==> config.mk <==
export PLATFORM = sky130hd
export DESIGN_NAME = branch_redirect_unit
export DESIGN_NICKNAME = d
export VERILOG_FILES = /design/src/rtl/branch_redirect_unit_pkg.sv /design/src/rtl/branch_redirect_unit_oldest_sel.sv /design/src/rtl/branch_redirect_unit.sv
export SDC_FILE = /design/constraint.sdc
export NUM_CORES = 1
export LEC_CHECK = 0
export BUFFER_PORTS_ARGS = -buffer_cell sky130_fd_sc_hd__buf_2
export CAP_MARGIN = 10
export CORE_MARGIN = 4
export CORE_UTILIZATION = 35
export DETAILED_ROUTE_END_ITERATION = 10
export PLACE_DENSITY_LB_ADDON = 0.2
export SLEW_MARGIN = 20
export SYNTH_ARGS = -nofsm -noshare
export SYNTH_HDL_FRONTEND = slang
export SYNTH_SLANG_ARGS = --single-unit
==> constraint.sdc <==
create_clock -name clk -period 3.5 [get_ports clk]
set_input_delay 0.175 -clock clk [delete_from_list [all_inputs] [get_ports clk]]
set_output_delay 0.175 -clock clk [all_outputs]
set_load 0.05 [all_outputs]
==> src/rtl/branch_redirect_unit_pkg.sv <==
// Shared types for the branch redirect unit: branch results, redirect payload and ROB age compare.
package branch_redirect_unit_pkg;

  localparam int unsigned ROB_IDX_W = 7;
  localparam int unsigned FSQ_IDX_W = 5;
  localparam int unsigned PRED_W    = 3;
  localparam int unsigned VADDR_W   = 32;
  localparam int unsigned CNT_W     = 32;

  typedef enum logic [1:0] {
    BR_NONE,
    BR_COND,
    BR_DIRECT,
    BR_INDIRECT
  } BranchType;

  typedef enum logic [1:0] {
    RAS_NONE,
    RAS_PUSH,
    RAS_POP,
    RAS_POPPUSH
  } RasType;

  typedef struct packed {
    logic               direction;
    logic               error;
    logic [VADDR_W-1:0] target;
    BranchType          br_type;
    RasType             ras_type;
  } BranchUnitRes;

  typedef struct packed {
    logic [FSQ_IDX_W-1:0] fsq_idx;
    logic [PRED_W-1:0]    offset;
    logic [VADDR_W-1:0]   target;
    logic                 direction;
    BranchType            br_type;
    RasType               ras_type;
    logic [ROB_IDX_W-1:0] rob_idx;
  } RedirectReq;

  typedef enum logic {
    S_IDLE,
    S_PEND
  } bru_state_e;

  // True when a is older than b; the MSB is the ROB wrap flag.
  function automatic logic rob_older(input logic [ROB_IDX_W-1:0] a,
                                     input logic [ROB_IDX_W-1:0] b);
    if (a[ROB_IDX_W-1] == b[ROB_IDX_W-1]) begin
      return a[ROB_IDX_W-2:0] < b[ROB_IDX_W-2:0];
    end
    return a[ROB_IDX_W-2:0] > b[ROB_IDX_W-2:0];
  endfunction

endpackage

==> src/rtl/branch_redirect_unit_oldest_sel.sv <==
// Oldest-by-ROB-age select across ALU lanes. Log-depth tree compares only ages and
// lane numbers; the winning payload is muxed once at the root.
module redirect_oldest_sel
  import branch_redirect_unit_pkg::*;
#(
  parameter int unsigned ALU_NUM = 4
) (
  input  logic                     valid_i [ALU_NUM],
  input  RedirectReq               req_i   [ALU_NUM],
  output logic                     valid_o,
  output RedirectReq               req_o
);

  localparam int unsigned LVL    = $clog2(ALU_NUM);
  localparam int unsigned LEAVES = 1 << LVL;
  localparam int unsigned LANE_W = (LVL > 0) ? LVL : 1;

  logic                 node_v    [LEAVES];
  logic [ROB_IDX_W-1:0] node_rob  [LEAVES];
  logic [LANE_W-1:0]    node_lane [LEAVES];
  logic                 take_r;

  // In-place pairwise reduction; on equal age the left (lower) lane is kept.
  always_comb begin
    take_r = 1'b0;
    for (int i = 0; i < int'(LEAVES); i++) begin
      node_v[i]    = 1'b0;
      node_rob[i]  = '0;
      node_lane[i] = LANE_W'(i);
      if (i < int'(ALU_NUM)) begin
        node_v[i]   = valid_i[i];
        node_rob[i] = req_i[i].rob_idx;
      end
    end
    for (int l = 0; l < int'(LVL); l++) begin
      for (int k = 0; k < int'(LEAVES >> (l + 1)); k++) begin
        take_r = node_v[2*k+1] &&
                 (!node_v[2*k] || rob_older(node_rob[2*k+1], node_rob[2*k]));
        node_v[k]    = node_v[2*k] | node_v[2*k+1];
        node_rob[k]  = take_r ? node_rob[2*k+1]  : node_rob[2*k];
        node_lane[k] = take_r ? node_lane[2*k+1] : node_lane[2*k];
      end
    end
  end

  assign valid_o = node_v[0];
  assign req_o   = req_i[node_lane[0]];

endmodule

==> src/rtl/branch_redirect_unit.sv <==
// Picks the oldest mispredicted branch across ALU lanes, holds it as a frontend redirect,
// pulses a backend squash and counts accepted redirects.
module branch_redirect_unit
  import branch_redirect_unit_pkg::*;
#(
  parameter int unsigned ALU_NUM = 4
) (
  input  logic                                clk,
  input  logic                                rst,
  input  logic [ALU_NUM-1:0]                  br_en,
  input  BranchUnitRes [ALU_NUM-1:0]          br_res,
  input  logic [ALU_NUM-1:0][ROB_IDX_W-1:0]   br_rob_idx,
  input  logic [ALU_NUM-1:0][FSQ_IDX_W-1:0]   br_fsq_idx,
  input  logic [ALU_NUM-1:0][PRED_W-1:0]      br_offset,
  input  logic                                flush,
  output logic                                redirect_valid,
  input  logic                                redirect_ready,
  output RedirectReq                          redirect,
  output logic                                squash_valid,
  output logic [ROB_IDX_W-1:0]                squash_rob_idx,
  output logic [CNT_W-1:0]                    mispred_cnt
);

  bru_state_e           state_q;
  RedirectReq           req_q;
  logic                 squash_q;
  logic [ROB_IDX_W-1:0] squash_idx_q;
  logic                 fence_valid_q;
  logic [ROB_IDX_W-1:0] fence_q;
  logic [CNT_W-1:0]     cnt_q;
  logic [CNT_W-1:0]     cnt_d;

  logic                 lane_v   [ALU_NUM];
  RedirectReq           lane_req [ALU_NUM];
  logic                 sel_v;
  RedirectReq           sel_req;
  logic                 cand;
  logic                 cand_older;

  // Per-lane redirect payload; only lanes reporting a direction/target error compete.
  always_comb begin
    for (int i = 0; i < int'(ALU_NUM); i++) begin
      lane_v[i]             = br_en[i] & br_res[i].error;
      lane_req[i].fsq_idx   = br_fsq_idx[i];
      lane_req[i].offset    = br_offset[i];
      lane_req[i].target    = br_res[i].target;
      lane_req[i].direction = br_res[i].direction;
      lane_req[i].br_type   = br_res[i].br_type;
      lane_req[i].ras_type  = br_res[i].ras_type;
      lane_req[i].rob_idx   = br_rob_idx[i];
    end
  end

  redirect_oldest_sel #(
    .ALU_NUM (ALU_NUM)
  ) u_sel (
    .valid_i (lane_v),
    .req_i   (lane_req),
    .valid_o (sel_v),
    .req_o   (sel_req)
  );

  // Results younger than the last accepted redirect belong to already-killed instructions.
  assign cand       = sel_v && !(fence_valid_q && rob_older(fence_q, sel_req.rob_idx));
  assign cand_older = cand && rob_older(sel_req.rob_idx, req_q.rob_idx);
  assign cnt_d      = (cnt_q == '1) ? cnt_q : cnt_q + CNT_W'(1);

  always_ff @(posedge clk or negedge rst) begin
    if (!rst) begin
      state_q       <= S_IDLE;
      req_q         <= '0;
      squash_q      <= 1'b0;
      squash_idx_q  <= '0;
      fence_valid_q <= 1'b0;
      fence_q       <= '0;
      cnt_q         <= '0;
    end else begin
      squash_q <= 1'b0;
      case (state_q)
        S_IDLE: begin
          if (flush) begin
            fence_valid_q <= 1'b0;
          end else if (cand) begin
            req_q        <= sel_req;
            squash_q     <= 1'b1;
            squash_idx_q <= sel_req.rob_idx;
            state_q      <= S_PEND;
          end
        end
        S_PEND: begin
          if (flush) begin
            fence_valid_q <= 1'b0;
            state_q       <= S_IDLE;
          end else if (cand_older) begin
            req_q        <= sel_req;
            squash_q     <= 1'b1;
            squash_idx_q <= sel_req.rob_idx;
            if (redirect_ready) begin
              cnt_q         <= cnt_d;
              fence_q       <= req_q.rob_idx;
              fence_valid_q <= 1'b1;
            end
          end else if (redirect_ready) begin
            cnt_q         <= cnt_d;
            fence_q       <= req_q.rob_idx;
            fence_valid_q <= 1'b1;
            state_q       <= S_IDLE;
          end
        end
        default: state_q <= S_IDLE;
      endcase
    end
  end

  assign redirect_valid = (state_q == S_PEND);
  assign redirect       = req_q;
  assign squash_valid   = squash_q;
  assign squash_rob_idx = squash_idx_q;
  assign mispred_cnt    = cnt_q;

endmodule
# Yosys cells after proc, flatten, opt, wreduce, memory -nomap -nowiden
# Index checks and enable logic that the tools add are counted.
# word_totals
reg_bits	101
inputBits	220
output_inout_bits	93
elab_cells	111
# op_classes
add_sub_neg	1
magnitude_cmp	11
eq_ne	12
muxes	46
bitwise	11
reduce_logical	17
# ops
op	n
52-bit two-way mux	6
52-bit binary-select mux with 2-bit select	1
52-bit one-hot mux with 2 select lines	1
7-bit two-way mux	6
32-bit by 1-bit adder with 32-bit output (second input constant)	1
32-bit == test (second input constant)	1
6-bit > comparator	5
6-bit < comparator	5
1-bit two-way mux	27
7-bit one-hot mux with 2 select lines	1
2-bit inequality test (second input constant)	4
4-bit AND reduction	2
1-bit logical AND	6
1-bit one-hot mux with 2 select lines	3
1-bit == test	5
1-bit bitwise AND	4
1-bit zero test	4
3-bit greater-or-equal comparator (second input constant)	1
1-bit logical OR	3
3-bit inequality test (second input constant)	1
1-bit inverter	3
2-bit inverter with 3-bit output	1
1-bit OR	3
3-bit AND reduction	1
3 further kinds	3

# Depth between registers and ports, before layout
# logic_depth
depth_word	26
ltp_mapped	33
ltp_nobuf	29

# By module
# A second synthesis with hierarchy kept.
# hier_totals
hier_cells	626
hier_area_um2	6332.3
# by_module_without_submodules
mod	instances	cells_per_inst	area_each_um2	seq_area_each_um2
branch_redirect_unit	1	339	4244.1	2352.3
redirect_oldest_sel	1	287	2088.3	0.0

# Worst setup path before layout
# OpenSTA, ideal clock, no wires.
# synth_timing
path_kind	input to register
startpoint	input port br_rob_idx[19] (netlist name)
endpoint	register req_q, in the netlist redirect[0]
setup_time_ps	125
t_arrival_ps	6587
t_required_ps	3375
slack_ps	-3212
path_stages	30
n_path_buf	6
cell_sequence	inv_1 > ha_1 > a21oi_1 > o21a_1 > xnor2_1 > a211oi_1 > clkbuf_1 > clkbuf_1 > mux2_2 > ha_1 > a21o_1 > a221o_1 > nand2_1 > a21oi_1 > mux2i_4 > clkbuf_1 > clkbuf_1 > nand2_1 > o221a_2 > ha_1 > nor2b_1 > o21ai_0 > nand2b_1 > maj3_2 > a311o_1 > mux2_2 > o2111a_1 > buf_6 > buf_6 > mux2_4
# synth_rtl
element	line	source
from (decl)	branch_redirect_unit.sv:12	input logic [ALU_NUM-1:0][ROB_IDX_W-1:0] br_rob_idx,
to (signal assigned)	branch_redirect_unit.sv:84	req_q <= sel_req;
to (signal assigned)	branch_redirect_unit.sv:95	req_q <= sel_req;
to (decl)	branch_redirect_unit.sv:25	RedirectReq req_q;

==> impl_metrics.tcl <==
set metrics [dict create \
    status "finished with violations" \
    failed_checks "setup timing" \
    cp_max_fo 7 \
    grt_max_degree 74 \
    power_density_mw_per_mm2 685.6 \
    drive_above_1_share 0.5750 \
    synth_edf_count 0 \
    synthArstFlopShare 1.000 \
    grt-ovfl-total 0 \
    cts_tree "built" \
    dpl_cell_area_mm2 0.009303 \
    ios 313 \
    max_stage_delay_ns 0.37 \
    synthFlopType "dfrtp_1" \
    grtUsageTotal 0.1983 \
    clk_path_buf_depth 2 \
    n_fill_cell 1698 \
    vias_per_cell 4.778 \
    htree_levels 3 \
    final_max_slew_viol_count 0 \
    slowest_stage "mux2i_2" \
    seq_area_mm2 0.002352 \
    max-slew-margin-rel 0.5506 \
    setup_slack_ns -2.287 \
    dr.pass1.iters 4 \
    ant_nets 0 \
    clk_pin_slew_ns 0.07 \
    wirelength_mm 22.07 \
    grt_pass1_vias 6784 \
    die_h_um 146.8 \
    die_width_um 146.8 \
    multi_input_area_mm2 0.004478 \
    yosysWarnings 0 \
    num_vias 6407 \
    clockRootBuffer "clkbuf_16" \
    initial_core_util 0.3580 \
    dieArea_mm2 0.02155 \
    crit_arrival_ns 6.01 \
    cts_made_buffers 9 \
    finalHoldViolations 0 \
    synthesis.nets 908 \
    start_kind "input pin" \
    endpoint_kind "flop" \
    avgSynthCellArea_um2 10.20 \
    criticalPathCategory "input pin to flop" \
    drt-initial-drc-count 182 \
    maxCapViolCount 0 \
    cts_sinks 94 \
    rsz0062_at_grt "true" \
    final_cell_area_mm2 0.01029 \
    vdd_drop_max_uv 412.6 \
    finClkSkew_ns 0.008091 \
    drc 0 \
    placementRows 50 \
    wl_per_cell_um 16.46 \
    setup_viol 54 \
    fin_crit_ns 5.787 \
    antenna_found_initial 1 \
    port_buffers 312 \
    finalHoldWorstSlack_ns 0.09381 \
    fin_crit_sh 1.653 \
    ys_ff_latch 94 \
    cpMostUsedCell "ha_4" \
    tightest_slew_ns 0.6741 \
    nNetsFinal 1322 \
    clk_latency_ns 0.34 \
    critPathRequiredTime_ns 3.73 \
    coreArea_mm2 0.01883 \
    grt_pass1_wl_mm 34.56 \
    synth.yosys.seq_area_share 0.3489 \
    ys_types 48 \
    leakage_uw 0.005422 \
    syn_to_final_growth_pct 52.69 \
    min_path_type "input pin to flop" \
    dp.final_hpwl_mm 17.15 \
    path_buf_inv 4 \
    max_freq_ghz 0.1728 \
    gp_congestion 0.8610 \
    netlist_instances 661 \
    synthesis.area_mm2 0.006741 \
    crit_family "compound AO/OA/AOI/OAI gates" \
]
layout by cell type, fill, tap and decap left out, types with 20 or more instances in the layout:
cell type,instances
dfrtp_1,94
inv_1,27
mux2i_1,57
mux2_4,48
xnor2_1,30
buf_4,116
nor2_1,20
nand2_1,76
mux2_2,53
o21ai_0,54
buf_2,305
stage by stage:
stage / TNS [ns] / worst slack [ns] / total power, µW / utilization / instances
floorplan: -129.55 / -2.439 / 4720 / - / 661
global placement: -143.17 / -2.698 / 5706 / 0.4940 / 1281
detailed placement: -143.60 / -2.711 / 5741 / 0.4940 / 1281
CTS: -117.95 / -2.271 / 6969 / 0.5318 / 1328
global route: -129.62 / -2.478 / 7477 / 0.5466 / 1341
finish: -119.20 / -2.287 / 7058 / 0.5466 / 1341
final timing paths:
kind / from / end / slack [ns] / cells after the start
max: br_rob_idx[26] / redirect[16] / -2.29 / 29
min reg2reg: mispred_cnt[29] / mispred_cnt[29] / 0.49 / 1
min in group asynchronous: rst / redirect[43] / 0.31 / 2
max in group asynchronous: rst / redirect[28] / 2.37 / 3
min: redirect_ready / redirect_valid / 0.09 / 3
max reg2reg: redirect[1] / redirect[16] / 0.41 / 12
tightest hold or removal path: cells and delay by family:
family	cells	cell delay [ns]
and+or+nand+nor	1	0.09
AOI/OAI and AO/OA	1	0.06
buffers and inverters	1	0.08
sequential cells by signal, indices dropped and copies added, names as in the netlist:
name and flops:
redirect 52, mispred_cnt 32, fence_q 7, fence_valid_q 1
redirect_valid 1, squash_valid 1
layer usage:
metal,vias to the layer above,GRT usage,wire length (µm)
met5,-,0,0
met1,3000,0.2384,8945
met4,0,0.06726,548
met3,34,0.04904,1368
li1,3154,-,-
met2,219,0.3464,11210
where the power goes:
part           internal [µW]  switching (µW)  total [µW]
sequential              1470             282        1750
clock                    573             454        1030
combinational           1720            2560        4280
cells by family after synthesis:
| kind of cell | count (synthesis) | synth area share |
|---|---|---|
| muxes | 164 | 0.2910 |
| buffers and inverters | 72 | 0.05067 |
| AOI/OAI and AO/OA | 100 | 0.09020 |
| xor gates and xnor gates | 41 | 0.05327 |
| DFF | 94 | 0.3489 |
| adders and majority gates | 29 | 0.05327 |
| and+or+nand+nor | 161 | 0.1127 |
cell usage after synthesis (2+ instances only):
cell type,number,area share
a211o_1,2,0.0026
a21bo_1,2,0.0030
a21o_1,4,0.0045
a21oi_1,15,0.011
a31oi_1,5,0.0046
a41o_1,2,0.0030
and2_1,4,0.0037
and3_1,11,0.010
and4_1,4,0.0052
and4b_1,2,0.0030
buf_4,7,0.0078
buf_6,6,0.010
clkbuf_1,23,0.013
dfrtp_1,94,0.35
ha_1,27,0.050
inv_1,36,0.020
mux2_2,56,0.094
mux2_4,45,0.10
mux2i_1,61,0.091
mux2i_4,2,0.0067
nand2_1,78,0.043
nand2b_1,6,0.0056
nand3_1,16,0.012
nand4_1,4,0.0037
nor2_1,21,0.012
nor2b_1,2,0.0019
nor3_1,5,0.0037
nor3b_1,5,0.0056
nor4_1,2,0.0019
o21a_1,2,0.0022
o21ai_0,55,0.041
o221a_2,2,0.0033
xnor2_1,32,0.042
xor2_1,9,0.012
area by class of cell:
type                    instances  area share
well taps                     260     0.03160
flip-flops and latches         94      0.2285
diodes                          1   0.0002431
clock inverters                 7    0.008995
multi-input cells             495      0.4350
inverters                      36     0.01483
repair buffers                439      0.2589
clock buffers                   9     0.02188
timing repair:
| item | 4_1_cts | 5_1_grt |
|---|---|---|
| cloned | 2 | 1 |
| hold buffers | 2 | 0 |
| gates resized for setup | 27 | 35 |
| hold endpoints to repair | 29 | 0 |
| setup buffers | 27 | 13 |
| pin swaps | 5 | 14 |
| endpoints found under the setup margin | 54 | 54 |
(Power assumes the default switching activity.)
